**src/rtl/uart_tx_param.sv**
```systemverilog
// Parametrised UART transmitter: configurable width, parity, stop bits and baud divisor.
// Optional line-break generation is enabled by defining UART_TX_BREAK_EN.
module uart_tx_param #(
  parameter int CLK_DIV   = 868,
  parameter int DATA_BITS = 8,
  parameter int PARITY    = 0,
  parameter int STOP_BITS = 1
) (
  input  logic                 clk,
  input  logic                 rst,
  input  logic                 tx_start,
  input  logic [DATA_BITS-1:0] din,
`ifdef UART_TX_BREAK_EN
  input  logic                 brk_req,
`endif
  output logic                 tx_ready,
  output logic                 tx,
  output logic                 tx_busy,
  output logic                 tx_done
);

  generate
    if (CLK_DIV < 2 || CLK_DIV > 65535) begin : g_bad_div
      $error("uart_tx_param: CLK_DIV must be in 2..65535");
    end
    if (DATA_BITS < 5 || DATA_BITS > 9) begin : g_bad_bits
      $error("uart_tx_param: DATA_BITS must be in 5..9");
    end
    if (PARITY < 0 || PARITY > 2) begin : g_bad_par
      $error("uart_tx_param: PARITY must be 0, 1 or 2");
    end
    if (STOP_BITS < 1 || STOP_BITS > 2) begin : g_bad_stop
      $error("uart_tx_param: STOP_BITS must be 1 or 2");
    end
  endgenerate

  localparam int CNT_W = $clog2(CLK_DIV);
  localparam int BIT_W = $clog2(DATA_BITS);

`ifdef UART_TX_BREAK_EN
  localparam int FRAME_CYC = (1 + DATA_BITS + ((PARITY != 0) ? 1 : 0) + STOP_BITS) * CLK_DIV;
  localparam int BRK_W     = $clog2(FRAME_CYC);
  typedef enum logic [2:0] {IDLE, START, DATA, PAR, STOP, BRK} state_t;
`else
  typedef enum logic [2:0] {IDLE, START, DATA, PAR, STOP} state_t;
`endif

  state_t               state_reg;
  logic [CNT_W-1:0]     baud_cnt_reg;
  logic [BIT_W-1:0]     bit_cnt_reg;
  logic                 stop_cnt_reg;
  logic [DATA_BITS-1:0] shift_reg;
  logic [DATA_BITS-1:0] data_reg;
  logic                 tx_reg;
  logic                 ready_reg;
  logic                 busy_reg;
  logic                 done_reg;
`ifdef UART_TX_BREAK_EN
  logic [BRK_W-1:0]     brk_cnt_reg;
  logic                 brk_mark_reg;
`endif

  logic tick;
  logic parity_bit;

  assign tick       = (baud_cnt_reg == CNT_W'(CLK_DIV - 1));
  // Parity comes from the untouched copy, since shift_reg is consumed bit by bit.
  assign parity_bit = (PARITY == 1) ? ~(^data_reg) : (^data_reg);

  always_ff @(posedge clk) begin
    if (rst) begin
      state_reg    <= IDLE;
      baud_cnt_reg <= '0;
      bit_cnt_reg  <= '0;
      stop_cnt_reg <= 1'b0;
      shift_reg    <= '0;
      data_reg     <= '0;
      tx_reg       <= 1'b1;
      ready_reg    <= 1'b1;
      busy_reg     <= 1'b0;
      done_reg     <= 1'b0;
`ifdef UART_TX_BREAK_EN
      brk_cnt_reg  <= '0;
      brk_mark_reg <= 1'b0;
`endif
    end else begin
      done_reg <= 1'b0;
      if (state_reg != IDLE) begin
        baud_cnt_reg <= tick ? '0 : baud_cnt_reg + 1'b1;
      end
      case (state_reg)
        IDLE: begin
`ifdef UART_TX_BREAK_EN
          if (brk_req) begin
            state_reg    <= BRK;
            tx_reg       <= 1'b0;
            ready_reg    <= 1'b0;
            busy_reg     <= 1'b1;
            baud_cnt_reg <= '0;
            brk_cnt_reg  <= '0;
            brk_mark_reg <= 1'b0;
          end else
`endif
          if (tx_start) begin
            state_reg    <= START;
            tx_reg       <= 1'b0;
            ready_reg    <= 1'b0;
            busy_reg     <= 1'b1;
            baud_cnt_reg <= '0;
            shift_reg    <= din;
            data_reg     <= din;
          end
        end
        START: begin
          if (tick) begin
            state_reg   <= DATA;
            bit_cnt_reg <= '0;
            tx_reg      <= shift_reg[0];
          end
        end
        DATA: begin
          if (tick) begin
            shift_reg <= shift_reg >> 1;
            if (bit_cnt_reg == BIT_W'(DATA_BITS - 1)) begin
              if (PARITY != 0) begin
                state_reg <= PAR;
                tx_reg    <= parity_bit;
              end else begin
                state_reg    <= STOP;
                tx_reg       <= 1'b1;
                stop_cnt_reg <= 1'b0;
              end
            end else begin
              bit_cnt_reg <= bit_cnt_reg + 1'b1;
              tx_reg      <= shift_reg[1];
            end
          end
        end
        PAR: begin
          if (tick) begin
            state_reg    <= STOP;
            tx_reg       <= 1'b1;
            stop_cnt_reg <= 1'b0;
          end
        end
        STOP: begin
          if (tick) begin
            if (stop_cnt_reg == 1'(STOP_BITS - 1)) begin
              state_reg <= IDLE;
              ready_reg <= 1'b1;
              busy_reg  <= 1'b0;
              done_reg  <= 1'b1;
            end else begin
              stop_cnt_reg <= stop_cnt_reg + 1'b1;
            end
          end
        end
`ifdef UART_TX_BREAK_EN
        BRK: begin
          if (!brk_mark_reg) begin
            // Hold low for a full frame time, then until the request drops.
            if (brk_cnt_reg != BRK_W'(FRAME_CYC - 1)) begin
              brk_cnt_reg <= brk_cnt_reg + 1'b1;
            end else if (!brk_req) begin
              brk_mark_reg <= 1'b1;
              tx_reg       <= 1'b1;
              baud_cnt_reg <= '0;
            end
          end else if (tick) begin
            state_reg    <= IDLE;
            ready_reg    <= 1'b1;
            busy_reg     <= 1'b0;
            brk_mark_reg <= 1'b0;
          end
        end
`endif
        default: begin
          state_reg <= IDLE;
          tx_reg    <= 1'b1;
          ready_reg <= 1'b1;
          busy_reg  <= 1'b0;
        end
      endcase
    end
  end

  assign tx       = tx_reg;
  assign tx_ready = ready_reg;
  assign tx_busy  = busy_reg;
  assign tx_done  = done_reg;

endmodule

```
**config.mk**
```make
export PLATFORM = sky130hd
export DESIGN_NAME = uart_tx_param
export DESIGN_NICKNAME = d
export VERILOG_FILES = /design/src/rtl/uart_tx_param.sv
export SDC_FILE = /design/constraint.sdc
export NUM_CORES = 1
export LEC_CHECK = 0
export ABC_CLOCK_PERIOD_IN_PS = 1700
export BUFFER_PORTS_ARGS = -buffer_cell sky130_fd_sc_hd__buf_2
export CAP_MARGIN = 10
export CORE_MARGIN = 2
export CORE_UTILIZATION = 52
export DETAILED_ROUTE_END_ITERATION = 8
export PLACE_DENSITY = 0.74
export SLEW_MARGIN = 20
export SYNTH_ARGS = -nofsm -noshare
export SYNTH_HDL_FRONTEND = slang
export SYNTH_SLANG_ARGS = --single-unit
```
**constraint.sdc**
```tcl
create_clock -name clk -period 1.7 [get_ports clk]
set_clock_uncertainty 0.05 [all_clocks]
set_input_delay 0.34 -clock clk [delete_from_list [all_inputs] [get_ports clk]]
set_output_delay 0.34 -clock clk [all_outputs]
set_load 0.05 [all_outputs]
```
# After elaboration in Yosys (flattened, before gate mapping)
# Index checks and enable logic that the tools add are counted.
[op_classes]
bitwise = 3
eq_ne = 14
mux = 39
add_sub_neg = 3
n_reduce_logical = 13
[ops]
columns = ["op", "count"]
rows = [
  ["10-bit two-way mux", 4],
  ["3-bit two-way mux", 10],
  ["1-bit two-way mux", 16],
  ["8-bit two-way mux", 2],
  ["2-bit inequality test, second input constant", 8],
  ["8-bit one-hot mux with 2 select lines", 1],
  ["3-bit one-hot mux with 5 select lines", 1],
  ["10-bit by 1-bit adder with 10-bit output, second input constant", 1],
  ["10-bit equality test, second input constant", 1],
  ["5-bit AND reduction", 2],
  ["1-bit one-hot mux with 3 select lines", 3],
  ["4-bit AND reduction", 2],
  ["7-bit AND reduction", 1],
  ["3-bit by 2-bit equality test with 1-bit output, second input constant", 2],
  ["3-bit equality test, second input constant", 2],
  ["3-bit one-hot mux with 2 select lines", 1],
  ["3-bit nonzero test", 2],
  ["3-bit OR reduction", 2],
  ["1-bit one-hot mux with 5 select lines", 1],
  ["2-bit nonzero test", 2],
  ["3-bit by 1-bit adder with 3-bit output, second input constant", 1],
  ["3-bit by 1-bit equality test with 1-bit output, second input constant", 1],
  ["3-bit zero test", 1],
  ["1-bit NOT", 3],
  ["other kinds (2)", 2],
]
[word_totals]
word_cells = 81
inputBits = 11
out_inout_bits = 4
ff_bits = 29

# Longest topological paths before layout
[depth]
ltp_word = 5
ltp_mapped = 6
mapped_depth_nobuf = 6

# Worst setup path before layout
# Ideal clock, no wire load.
[synth_path]
path_type = "reg2reg"
from = "register baud_cnt_reg[0]"
to = "register bit_cnt_reg[0]"
arrival_time_ps = 1624
path_slack_ps = -44
required_ps = 1580
path_buffers = 0
path_stages_with_launch = 6
synth_period_minus_slack_ps = 1744
setup_time_ps = 70
path_cell_list = "dfxtp_1 ha_1 nor4b_4 nand3_2 or4_1 a21oi_1"
[synth_between]
elab_chain_cells = 3
word_cells_on_any_way = 4
classes_between = "3 x eq/ne; 1 x reduce/logical"
[synth_lines]
columns = ["item", "line_no", "text"]
rows = [
  ["start: declaration", "49", "logic [CNT_W-1:0] baud_cnt_reg;"],
  ["start signal: assignment", "89", "baud_cnt_reg <= tick ? '0 : baud_cnt_reg + 1'b1;"],
  ["10-bit equality test *", "66", "assign tick = (baud_cnt_reg == CNT_W'(CLK_DIV - 1));"],
  ["2-bit inequality test (no source line)", "-", ""],
  ["4-bit AND reduction (no source line) *", "-", ""],
  ["end signal: assignment", "134", "bit_cnt_reg <= bit_cnt_reg + 1'b1;"],
  ["end: declaration", "50", "logic [BIT_W-1:0] bit_cnt_reg;"],
]
# Mark *: on every way between the ends. The rest lies on a longest branch, timed or not.
# A chain may end at the register's enable or synchronous reset.

# Worst setup path after layout
[layout_path]
from = "register bit_cnt_reg[0]"
to = "register bit_cnt_reg[2]"
[layout_between]
elab_chain_cells = 4
word_cells_on_any_way = 7
classes_between = "1 x add/sub; 2 x eq/ne; 3 x mux; 1 x reduce/logical"
[layout_lines]
columns = ["item", "line_no", "text"]
rows = [
  ["3-bit by 1-bit adder with 3-bit output", "134", ""],
  ["3-bit two-way mux", "124", "if (bit_cnt_reg == BIT_W'(DATA_BITS - 1)) begin"],
  ["3-bit two-way mux", "122", "if (tick) begin"],
  ["3-bit one-hot mux with 2 select lines", "91", "case (state_reg)"],
]
# Parallel ways exist; a longest one is shown, timed or not. The select of a mux whose other input is x is not followed.

==> reports/metrics.csv <==
metric;value;unit
R2R setup slack;-0.05;ns
fin nets;227;
initial antenna violation count;0;
via/cell ratio;6.08;
Layout area overhead;20.6;%
top-count cell post-synth;nand2_1;
CP Buf/Inv Count;0;
cell count after synthesis;187;
maximum vdd drop;583;uV
vias in the first global route;1439;
max reg flops;10;
CP endpoint kind;flop;
number of core rows;19;
Slew Limit Headroom;0.725;
dpl ws;-0.0829;ns
worst setup margin;-0.0500;ns
Crit Path Class;flop to flop;
number of port buffers;14;
critical-path cell with the highest stage delay;or3_2;
total internal power;1010;uW
final instance area;0.00178;mm^2
Req. time, crit path;1.92;ns
RSZ-0062 raised after global routing;true;
cell area after synthesis;0.00148;mm^2
CTS Buf Count;3;
Worst Hold Depth;3;
cell count of the worst reg-to-reg path;6;
die area;0.00328;mm^2
DR iter-0 viols;78;
synthesized flop and latch total;28;
Post-CTS Hold Fix Bufs;0;
synthesized net count;201;
post-detail-place hpwl;2530;um
Hold WS;0.206;ns
Switch Pwr;352;uW
CP arrival;1.97;ns
number of H-tree levels;1;
Hold EP;shift_reg[6];
Initial DRT Pass Iterations;4;
Worst-path clk slew;0.16;ns
Min Clock Period, post-route;1.75;ns
Tightest Pin Transition;0.411;ns
YS warnings;0;
share of cells above drive strength 1;0.288;
die height;57.3;um
core area;0.00273;mm^2
Total Routing Usage GR;0.236;
Synth Flop Type;dfxtp_1;
Longest Clk Path Bufs;2;
max_cap viols;0;
endpoints failing hold;0;
Root Driver;clkbuf_4;
Crit. Startpoint;bit_cnt_reg[0];
synth cell count leaders;29 x nand2_1, 28 x dfxtp_1, 17 x a21oi_1, 12 x nor2_1, 12 x nor3_1;
Leak;0.000675;uW
HP Start;din[6];
total power;1360;uW
async set-reset flop share out of synthesis;0;
critical path's largest stage delay;0.45;ns
Comb pwr share;0.155;
largest net degree at the start of global routing;19;
Avg Cell Area, Syn;7.90;um^2
synth top area cells;dfxtp_1 38%, nand2_1 7.4%, a21oi_1 5.8%;
global-route wire length before repair;6290;um
clock sink count;28;
final cycle utilization of the critical path;1.03;
Crit Reg-Reg Endpoint;bit_cnt_reg[2];
crit-path max FO;6;
wire per inst;15.0;um
IO Pins;15;
CTS tree;built;
CP Cell Sequence;ha_1 > ha_2 > nor3b_2 > o21bai_2 > or3_2 > a21oi_1;
final setup fails;4;
Largest delay share family, worst path;simple AND/OR/NAND/NOR gates;
status;finished, violations left;
largest area contributor in the netlist;dfxtp_1;
Final Core Density;0.652;
vias post-DR;1478;
initial cell density of the core;0.541;
count of flip-flops with a built-in enable after synthesis;0;
Post-Place Cell Area;0.00166;mm^2
Tightest Hold Check Type;primary input to flop;
CP startpoint kind;flop;
Post-Route WL;3650;um
chip width;57.3;um
remaining antenna violation count;0;
violated checks;negative setup slack;
fin. max-slew vios;0;
gpl congestion;0.816;
synth unique cells;40;
Sw Share;0.259;
Seq/Total Area, Yosys;0.379;
Max Freq;0.571;GHz
PwrDens;762;mW/mm^2
Remaining DRCs;0;
Reg-to-Reg Start;bit_cnt_reg[0];
area share of the largest cell type after synthesis;0.379;
Flop pwr share;0.522;
clk_lat worst skew;0.33;ns
diode count;0;
Congestion Overflow GR;0;
clock power share;0.323;
worst register-to-register path: stages, from the launching register on:
cell and delay [ns]:
dfxtp_2 0.36, ha_1 0.21, ha_2 0.19, nor3b_2 0.17, o21bai_2 0.11, or3_2 0.45
a21oi_1 0.15
power groups by stage:
stage	logic (uW)	registers [uW]	clock network, uW
finish	210	710	438
global route	231	714	471
CTS	203	710	453
detailed placement	199	722	0
global placement	192	719	0
floorplan	111	748	0
worst max path at each step:
stage                           end  slack [ns]  cells past startpoint
finish               bit_cnt_reg[2]       -0.05                      6
global route         bit_cnt_reg[0]       -0.13                      5
CTS                 baud_cnt_reg[7]       -0.06                      6
global placement     bit_cnt_reg[2]      -0.002                      6
detailed placement   bit_cnt_reg[2]       -0.08                      6
floorplan            bit_cnt_reg[0]       0.002                      5
cell usage in the layout (no fill, tap or decap), types with 4 or more instances in the layout:
master     n
dfxtp_1   24
o21ai_0    8
a21oi_1   16
nand2_1   29
nor2_1    12
or3_1      4
nand3_1   11
nor3_1    11
buf_4     20
nor4_1     4
a311oi_1   7
dfxtp_2    4
buf_2     14
metal layers:
metal / track usage / up-vias / share of wire
li1: - / 742 / -
met1: 0.293 / 684 / 0.44
met2: 0.425 / 48 / 0.51
met3: 0.0295 / 4 / 0.039
met4: 0.0731 / 0 / 0.0077
met5: 0 / - / 0
what timing repair did:
item	CTS	global route
setup endpoints to repair	14	15
cloned	0	0
pin swaps	6	7
buffers inserted	2	1
gates resized for setup	11	6
cell type report:
cell class                 instances  area [um^2]
clock buffer                       3         22.5
fill                             230          952
sequential                        28          566
clock inverter                     1         30.0
multi-input combinational        146          905
timing repair buffer              34          220
tap                               31         38.8
metrics by stage:
stage               TNS [ns]  cells
global placement    -0.00197    237
detailed placement    -0.253    237
CTS                   -0.156    243
floorplan                  0    187
finish                -0.128    243
global route          -0.626    243
cells by family (layout without fill, tap and decap cells):
family                   count (synthesis)  in the layout  synth area share
AO/OA/AOI/OAI                           43             43             0.180
multiplexers                             1              1           0.00677
AND/OR/NAND/NOR                         98             98             0.358
buffers and inverters                   13             38            0.0449
XOR/XNOR                                 1              1           0.00593
adder cells (fa/ha/maj)                  3              3            0.0254
flip-flops                              28             28             0.379
(Power assumes the default switching activity.)
